<file path="config.mk">
export PLATFORM = sky130hd
export DESIGN_NAME = instr_fetch_unit
export DESIGN_NICKNAME = d
export VERILOG_FILES = /design/src/rtl/instr_fetch_unit.sv
export SDC_FILE = /design/constraint.sdc
export NUM_CORES = 2
export LEC_CHECK = 0
export BUFFER_PORTS_ARGS = -buffer_cell sky130_fd_sc_hd__buf_2
export CORE_ASPECT_RATIO = 0.7
export CORE_MARGIN = 2
export CORE_UTILIZATION = 31
export DETAILED_ROUTE_END_ITERATION = 6
export GPL_ROUTABILITY_DRIVEN = 0
export HOLD_SLACK_MARGIN = 0.03
export PLACE_DENSITY_LB_ADDON = 0.2
export SYNTH_ARGS = -nofsm -noshare
export SYNTH_HDL_FRONTEND = slang
export SYNTH_SLANG_ARGS = --single-unit
</file>
<file path="constraint.sdc">
create_clock -name clk -period 6.4 [get_ports clk]
set_input_delay 1.28 -clock clk [delete_from_list [all_inputs] [get_ports clk]]
set_output_delay 1.28 -clock clk [all_outputs]
set_load 0.02 [all_outputs]
</file>
<file path="src/rtl/instr_fetch_unit.sv">
// +--------------------------------------------------------------------------+
// | instr_fetch_unit: program-loadable instruction memory with a one-deep    |
// | fetch output register, BEQ/redirect handling and illegal-target fault.   |
// | Revision: 1.0                                                            |
// +--------------------------------------------------------------------------+
`default_nettype none

module instr_fetch_unit #(
  parameter int unsigned DEPTH    = 64,
  parameter logic [31:0] RESET_PC = 32'h0
) (
  input  logic                     clk,
  input  logic                     rst_n,
  input  logic                     load_en,
  input  logic [$clog2(DEPTH)-1:0] load_addr,
  input  logic [31:0]              load_data,
  input  logic                     run,
  input  logic                     redirect_valid,
  input  logic [31:0]              redirect_pc,
  input  logic                     out_ready,
  output logic                     out_valid,
  output logic [31:0]              out_instr,
  output logic [31:0]              out_pc,
  output logic                     out_beq_taken,
  output logic                     done,
  output logic                     fault,
  output logic [15:0]              fetch_count
);

  localparam int unsigned AW       = $clog2(DEPTH);
  localparam logic [31:0] PC_LIMIT = 32'(DEPTH) << 2;
  localparam logic [31:0] LAST_PC  = PC_LIMIT - 32'd4;

  typedef enum logic [1:0] {
    S_IDLE  = 2'd0,
    S_FETCH = 2'd1,
    S_FAULT = 2'd2
  } state_t;

  state_t      state_q, state_d;
  logic [31:0] pc_q, pc_d;
  logic        out_valid_q, out_valid_d;
  logic [31:0] out_instr_q, out_instr_d;
  logic [31:0] out_pc_q, out_pc_d;
  logic        done_q, done_d;
  logic        fault_q, fault_d;
  logic [15:0] cnt_q, cnt_d;

  logic [31:0] mem_q [DEPTH];

  logic        w_mem_we;
  logic [31:0] w_rd_data;
  logic        w_accept;
  logic        w_beq;
  logic [31:0] w_br_target;

  // Memory has no reset so a loaded program survives rst_n.
  assign w_mem_we  = (state_q == S_IDLE) && load_en;
  assign w_rd_data = mem_q[pc_q[AW+1:2]];

  always_ff @(posedge clk) begin
    if (w_mem_we) begin
      mem_q[load_addr] <= load_data;
    end
  end

  assign w_accept    = out_valid_q && out_ready;
  assign w_beq       = out_valid_q && (out_instr_q[31:26] == 6'b000100) &&
                       (out_instr_q[25:21] == out_instr_q[20:16]);
  assign w_br_target = out_pc_q + 32'd4 +
                       {{14{out_instr_q[15]}}, out_instr_q[15:0], 2'b00};

  function automatic logic bad_target(input logic [31:0] t);
    return (t[1:0] != 2'b00) || (t >= PC_LIMIT);
  endfunction

  always_comb begin
    state_d     = state_q;
    pc_d        = pc_q;
    out_valid_d = out_valid_q;
    out_instr_d = out_instr_q;
    out_pc_d    = out_pc_q;
    done_d      = 1'b0;
    fault_d     = fault_q;
    cnt_d       = cnt_q;

    if (w_accept && (cnt_q != 16'hFFFF)) begin
      cnt_d = cnt_q + 16'd1;
    end

    unique case (state_q)
      S_IDLE: begin
        if (run && !load_en) begin
          state_d     = S_FETCH;
          pc_d        = RESET_PC;
          cnt_d       = 16'd0;
          out_valid_d = 1'b0;
        end
      end
      S_FETCH: begin
        // Priority: redirect, taken branch, end of program, normal fetch.
        if (redirect_valid) begin
          out_valid_d = 1'b0;
          if (bad_target(redirect_pc)) begin
            state_d = S_FAULT;
            fault_d = 1'b1;
          end else begin
            pc_d = redirect_pc;
          end
        end else if (w_accept && w_beq) begin
          out_valid_d = 1'b0;
          if (bad_target(w_br_target)) begin
            state_d = S_FAULT;
            fault_d = 1'b1;
          end else begin
            pc_d = w_br_target;
          end
        end else if (w_accept && (out_pc_q == LAST_PC)) begin
          out_valid_d = 1'b0;
          state_d     = S_IDLE;
          done_d      = 1'b1;
        end else if (!out_valid_q || out_ready) begin
          if (pc_q < PC_LIMIT) begin
            out_instr_d = w_rd_data;
            out_pc_d    = pc_q;
            out_valid_d = 1'b1;
            pc_d        = pc_q + 32'd4;
          end else begin
            out_valid_d = 1'b0;
          end
        end
      end
      S_FAULT: begin
        out_valid_d = 1'b0;
        fault_d     = 1'b1;
      end
      default: begin
        state_d     = S_IDLE;
        out_valid_d = 1'b0;
      end
    endcase
  end

  always_ff @(posedge clk or negedge rst_n) begin
    if (!rst_n) begin
      state_q     <= S_IDLE;
      pc_q        <= RESET_PC;
      out_valid_q <= 1'b0;
      out_instr_q <= 32'h0;
      out_pc_q    <= 32'h0;
      done_q      <= 1'b0;
      fault_q     <= 1'b0;
      cnt_q       <= 16'h0;
    end else begin
      state_q     <= state_d;
      pc_q        <= pc_d;
      out_valid_q <= out_valid_d;
      out_instr_q <= out_instr_d;
      out_pc_q    <= out_pc_d;
      done_q      <= done_d;
      fault_q     <= fault_d;
      cnt_q       <= cnt_d;
    end
  end

  assign out_valid     = out_valid_q;
  assign out_instr     = out_instr_q;
  assign out_pc        = out_pc_q;
  assign out_beq_taken = w_beq;
  assign done          = done_q;
  assign fault         = fault_q;
  assign fetch_count   = cnt_q;

endmodule

`default_nettype wire

</file>
Word level (Yosys, flattened, before mapping)
Memories as Yosys holds them, arrays and structs flattened. A register that Yosys moved wholly into a read port is not among the register bits.
Index checks and enable logic that the tools add are counted.
Widths: inputs -> output; s select.
{ "word_totals": {"reg_bits": 85, "latchBits": 0, "ramBits": 2048, "mem_bits_ro": 0, "in_bits": 76, "out_inout_bits": 84, "elab_cells": 98, "n_memories": 1} }
{ "mem_list": {"columns": ["name", "words", "width", "rd", "rd_clocked_by_memory_dff", "wr", "line", "source"], "rows": [
  ["mem_q", 64, 32, 1, 1, 1, "49", "logic [31:0] mem_q [DEPTH];"]
]} }
{ "classes": {"add_sub_neg": 4, "multipliers": 0, "div_mod_pow": 0, "n_lt_le_gt_ge": 3, "n_eq_ne": 18, "shift": 0, "mux": 37, "bitwise": 4, "reduce_logical": 24} }
{ "op_table": {"columns": ["operator", "count"], "rows": [
  ["$mux 32", 8],
  ["$add 32x3->32 const B", 2],
  ["$ge 32x9->1 const B", 2],
  ["$pmux 32 s2", 1],
  ["$mux 16", 3],
  ["$add 32x32->32", 1],
  ["$eq 32x8->1 const B", 1],
  ["$lt 32x9->1 const B", 1],
  ["$ne 4x4->1 const B", 6],
  ["$add 16x1->16 const B", 1],
  ["$mux 1", 16],
  ["$ne 16x16->1 const B", 1],
  ["$mux 2", 6],
  ["$ne 3x3->1 const B", 4],
  ["$logic_and 1x1->1", 8],
  ["$reduce_bool 2->1", 4],
  ["$reduce_and 7->1", 1],
  ["$eq 6x3->1 const B", 1],
  ["$pmux 2 s3", 1],
  ["$reduce_and 6->1", 1],
  ["$eq 5x5->1", 1],
  ["$ne 5x5->1 const B", 1],
  ["$reduce_and 5->1", 1],
  ["$not 1->1", 4],
  ["other kinds (9)", 14]
]} }

Depth between registers and ports, before layout
{ "logic_depth": {"word_depth": 8, "depth_mapped": 16, "mapped_depth_nobuf": 15} }

Least setup slack after synthesis
Ideal clock, no wire load.
{ "synth_path": {"kind": "register to register", "start": "reg out_instr_q[15], in the netlist out_instr[15], read port of mem_q", "end": "reg pc_q[2]", "setup_ps": 127, "arrival_time_ps": 3939, "required_ps": 6273, "slack_ps": 2334, "stages_incl_launch_ff": 15, "n_path_buf": 2, "period_less_slack_ps": 4066, "cell_sequence": "dfrtp_1 -> ha_1 -> ha_1 -> clkbuf_1 -> a21oi_1 -> o32a_1 -> o31ai_1 -> nor4_1 -> nand3_1 -> or4_1 -> nor4_2 -> a21boi_1 -> a21oi_2 -> buf_6 -> mux2_1"} }
{ "synth_via": {"elab_chain_len": 5} }
{ "synth_lines": {"columns": ["item", "line", "source"], "rows": [
  ["from (decl)", "43", "logic [31:0] out_instr_q, out_instr_d;"],
  ["$add 32x32->32", "70", "assign w_br_target = out_pc_q + 32'd4 +"],
  ["$ge 32x9->1", "74", "return (t[1:0] != 2'b00) || (t >= PC_LIMIT);"],
  ["$logic_or 1x1->1", "74", null],
  ["$ne 4x4->1 (no source line)", null, null],
  ["$reduce_and 7->1 (no source line)", null, null],
  ["to (signal assigned)", "156", "pc_q <= pc_d;"],
  ["to (decl)", "41", "logic [31:0] pc_q, pc_d;"]
]} }
Every way passes these cells.
A chain may end at the register's enable or synchronous reset.

Worst setup path after layout
{ "layout_path": {"start": "reg out_instr_q[15], in the netlist out_instr[15], read port of mem_q", "end": "reg pc_q[30]"} }
{ "layout_via": {"elab_chain_len": 5, "elab_cells_between_ends": 9, "cone_classes": "add/sub (1); order compare (1); eq/ne (1); mux (4); reduce/logical (2)"} }
{ "layout_lines": {"columns": ["item", "line"], "rows": [
  ["$add 32x32->32 (*)", "70"],
  ["$ge 32x9->1 / $mux 32 (equally long branches)", "74, 112"],
  ["$logic_or 1x1->1 / $mux 32 (equally long branches)", "74, 110"],
  ["$ne 4x4->1 (no source line) / $mux 32 (equally long branches)", null],
  ["$reduce_and 7->1 (no source line) / $pmux 32 s2 (equally long branches)", null]
]} }
Every way passes the cells marked *; elsewhere a longest branch is shown, timed or not. The select of a mux whose other input is x is not followed.

==> impl_metrics.csv <==
group,metric,value,unit
outcome,status,"completed",
sta,tightest_slew,1411,ps
sta,period_share,85.33,%
routing,drc,0,
power,power.density,390.9,nW/um2
grt,grtUsageTotal,17.60,%
floorplanning,coreArea,271700,um2
synth,synth_largest_area_cell,"edfxtp_1",
routing,vias,40609,
clock_network,cts-root-buf,"clkbuf_16",
placement,post-place-ws,1079,ps
clock_network,path_clk_slew,70,ps
synth,yosys-top-cells-area,"edfxtp_1, mux4_2, dfrtp_1",
clock_network,hold_buffers,0,
critical_path,crit_top_cell,"ha_1",
sta,fin_setup_tns,0,ps
clock_network,cts_setup_buffers,0,
critical_path,setup.worst_path.class,"reg -> reg",
layout,syn_to_final_growth,14.92,%
sta,setup_viol,0,
sta,relSlewSlack,5.039,%
routing,first_pass_iters,6,
synth,syn_area,84730,um2
synth,postSynthAreaPerCell,22.90,um2
grt,grt_max_degree,82,
sta,hold_viol,0,
synth,synth_nets,3836,
placement,numPortBuffers,159,
clock_network,clock_latency,890,ps
routing,wl_per_cell,31.71,um
power,p_leak,29.69,nW
grt,grt_pass1_wl,339.6,mm
sta,rsz0062_at_grt,"false",
sta,fin_hold_ws,486.5,ps
critical_path,crit_path_top_delay_cell,"dfrtp_1",
sta,worst_slack,938.9,ps
routing,vias_per_cell,5.198,
synth,async_reset_ff_share,5.404,%
sta,clock_skew,62.34,ps
sta,period_minus_slack,5461,ps
clock_network,numClockSinks,2165,
critical_path,arrival,6170,ps
layout,drive_gt1_share,32.44,%
clock_network,cts_resized,0,
floorplanning,dieArea,277600,um2
floorplanning,io_pins,160,
floorplanning,die_w,628.9,um
sta,clock.fmax,183.1,MHz
critical_path,worstSetupEndpointType,"flop",
synth,synth_cell_types,65,
layout,stdcell_area,97360,um2
placement,dp_hpwl,153.4,mm
synth,yosysWarningCount,0,
synth,yosys_register_bits,2165,
synth,ys_seq_area_share,76.04,%
floorplanning,dieHeight,441.4,um
flow_run,max_cap_violations,0,
critical_path,cpPeakStageDelay,770,ps
synth,synth_top_area_share,72.59,%
critical_path,timing.critical_path.cells,"ha_1 > ha_1 > a21oi_1 > o32a_1 > o31ai_1 > nor4_1 > nand3_1 > or4_1 > nor4_2 > a21boi_1 > a21oi_2 > buf_4 > nor2b_1",
routing,drt_iter0_markers,5299,
layout,fill_cells,24894,
clock_network,numCtsBuffers,211,
clock_network,cts_htree_levels,4,
synth,syn_inst,3700,
critical_path,cp.required,7110,ps
critical_path,start_kind,"flop",
routing,wirelength,247.8,mm
synth,synth_top_flop_cell,"edfxtp_1",
critical_path,path_max_fanout,23,
floorplanning,initial_core_util,31.19,%
worst_hold_path,min_path_type,"reg -> reg",
floorplanning,num_rows,160,
power,totalPowerFinal,38.06,mW
clock_network,clock_path_buffers,4,
grt,grt_pass1_vias,39597,
layout,nets,4136,
placement,dpl_cell_area,91010,um2
clock_network,cts_tree,"done",
synth,synth_edf_count,2048,
grt,grt_remaining_overflow,0,
sta,drv_slew,0,
power,vdd.ir_drop.worst,0.2264,mV
grt,antenna_found_initial,60,
routing,ant_nets,0,
power breakdown:
part | total [mW] | internal [mW] | switching [mW]
combinational | 10.0 | 4.03 | 5.99
clock | 11.9 | 6.55 | 5.31
sequential | 16.2 | 15.7 | 0.451
total | 38.1 | 26.3 | 11.8
routing by layer:
layer  GRT usage [%]  share of wire [%]  wire [um]  vias up
li1                -                  -          -    16417
met1           26.77                 46     114500    22386
met3           5.771                9.8      24280      316
met2           24.26                 42     103400     1474
met5               0              0.052        128        -
met4           3.897                2.2       5488       16
cell type report:
| class | instances | area, um2 | area share (%) |
|---|---|---|---|
| clock buffer | 280 | 5664 | 5.817 |
| timing repair buffer | 272 | 1894 | 1.946 |
| inverter | 17 | 63.81 | 0.06554 |
| clock inverter | 91 | 666.9 | 0.6849 |
| tap | 3645 | 4561 | 4.684 |
| multi-input combinational | 1333 | 20050 | 20.59 |
| sequential | 2165 | 64440 | 66.19 |
| antenna | 10 | 25.02 | 0.02570 |
per-stage QoR:
| step | util, % | std cells |
|---|---|---|
| global placement | 33.49 | 7431 |
| floorplan | - | 3700 |
| global route | 35.83 | 7804 |
| CTS | 35.83 | 7803 |
| finish | 35.84 | 7813 |
| detailed placement | 33.50 | 7432 |
critical path: cells and delay by family, from the launching register on:
| kind | cells | cell delay (ps) |
|---|---|---|
| adders and majority gates | 2 | 770 |
| buffers and inverters | 1 | 370 |
| AOI/OAI and AO/OA | 5 | 1600 |
| DFF | 1 | 770 |
| and+or+nand+nor | 5 | 1820 |
registers in the layout, summed over array words and instances, names as in the netlist:
| register | flops |
|---|---|
| out_pc | 32 |
| pc_q | 32 |
| fetch_count | 16 |
| out_instr | 32 |
| state_q | 2 |
| mem_q | 2048 |
| fault | 1 |
| out_valid | 1 |
| done | 1 |
cell families (layout without fill, tap and decap cells):
| group | after synthesis | after routing | share of synthesized area (%) |
|---|---|---|---|
| compound gates | 155 | 155 | 1.149 |
| fa+ha+maj | 60 | 60 | 0.8949 |
| buf+inv | 202 | 660 | 0.9097 |
| flops | 2165 | 2165 | 76.04 |
| simple gates | 361 | 361 | 2.110 |
| mux | 727 | 727 | 18.58 |
| other cells | 0 | 10 | 0 |
| xor+xnor | 30 | 30 | 0.3101 |
layout by cell type (no fill, tap or decap), drive strengths merged, types with 6 or more instances in the layout:
master,count
a211oi,11
a21oi,58
a31oi,6
and2,25
buf,272
bufinv,9
clkbuf,280
clkinv,72
clkinvlp,6
dfrtp,117
diode,10
edfxtp,2048
ha,59
inv,21
mux2,49
mux2i,6
mux4,672
nand2,54
nand3,25
nand4,18
nor2,131
nor2b,30
nor3,16
nor4,29
o211ai,8
o21a,6
o21ai,30
or3,7
xnor2,15
xor2,15
path summary, 6_finish.rpt:
check | from | endpoint | slack (ps) | cells after the start
min | fault$_DFFE_PN0P_ | fault$_DFFE_PN0P_ | 490 | 1
min reg2reg | fault$_DFFE_PN0P_ | fault$_DFFE_PN0P_ | 490 | 1
max in group asynchronous | rst_n | pc_q[4]$_DFFE_PN0P_ | 4540 | 2
min in group asynchronous | rst_n | out_pc[22]$_DFFE_PN0P_ | 590 | 1
max reg2reg | out_instr[15]$_DFFE_PN0P_ | pc_q[30]$_DFFE_PN0P_ | 940 | 13
max | out_instr[15]$_DFFE_PN0P_ | pc_q[30]$_DFFE_PN0P_ | 940 | 13
cell usage after synthesis, types with 3 or more instances:
library cell     n
and3_1           4
nor2b_1         30
o31ai_1          4
dfrtp_1        117
nor2_1         131
clkbuf_1       133
o21ai_0         28
mux4_2         672
a21o_1           5
nand3_1         25
o22ai_1          3
and2_1          25
inv_1           17
nor4_1          28
mux2_2          42
mux2_1           7
xnor2_1         15
buf_2            3
a31oi_1          6
nand4_1         18
a21oi_1         57
nor3_1          15
nor4b_1          3
o211ai_1         8
nand3b_1         5
buf_1           47
ha_1            59
xor2_1          15
mux2i_1          6
nand2_1         54
o21a_1           6
edfxtp_1      2048
nand2b_1         5
o2111ai_1        4
a211oi_1        11
or3_1            7
Power figures use the tool's default switching activity.
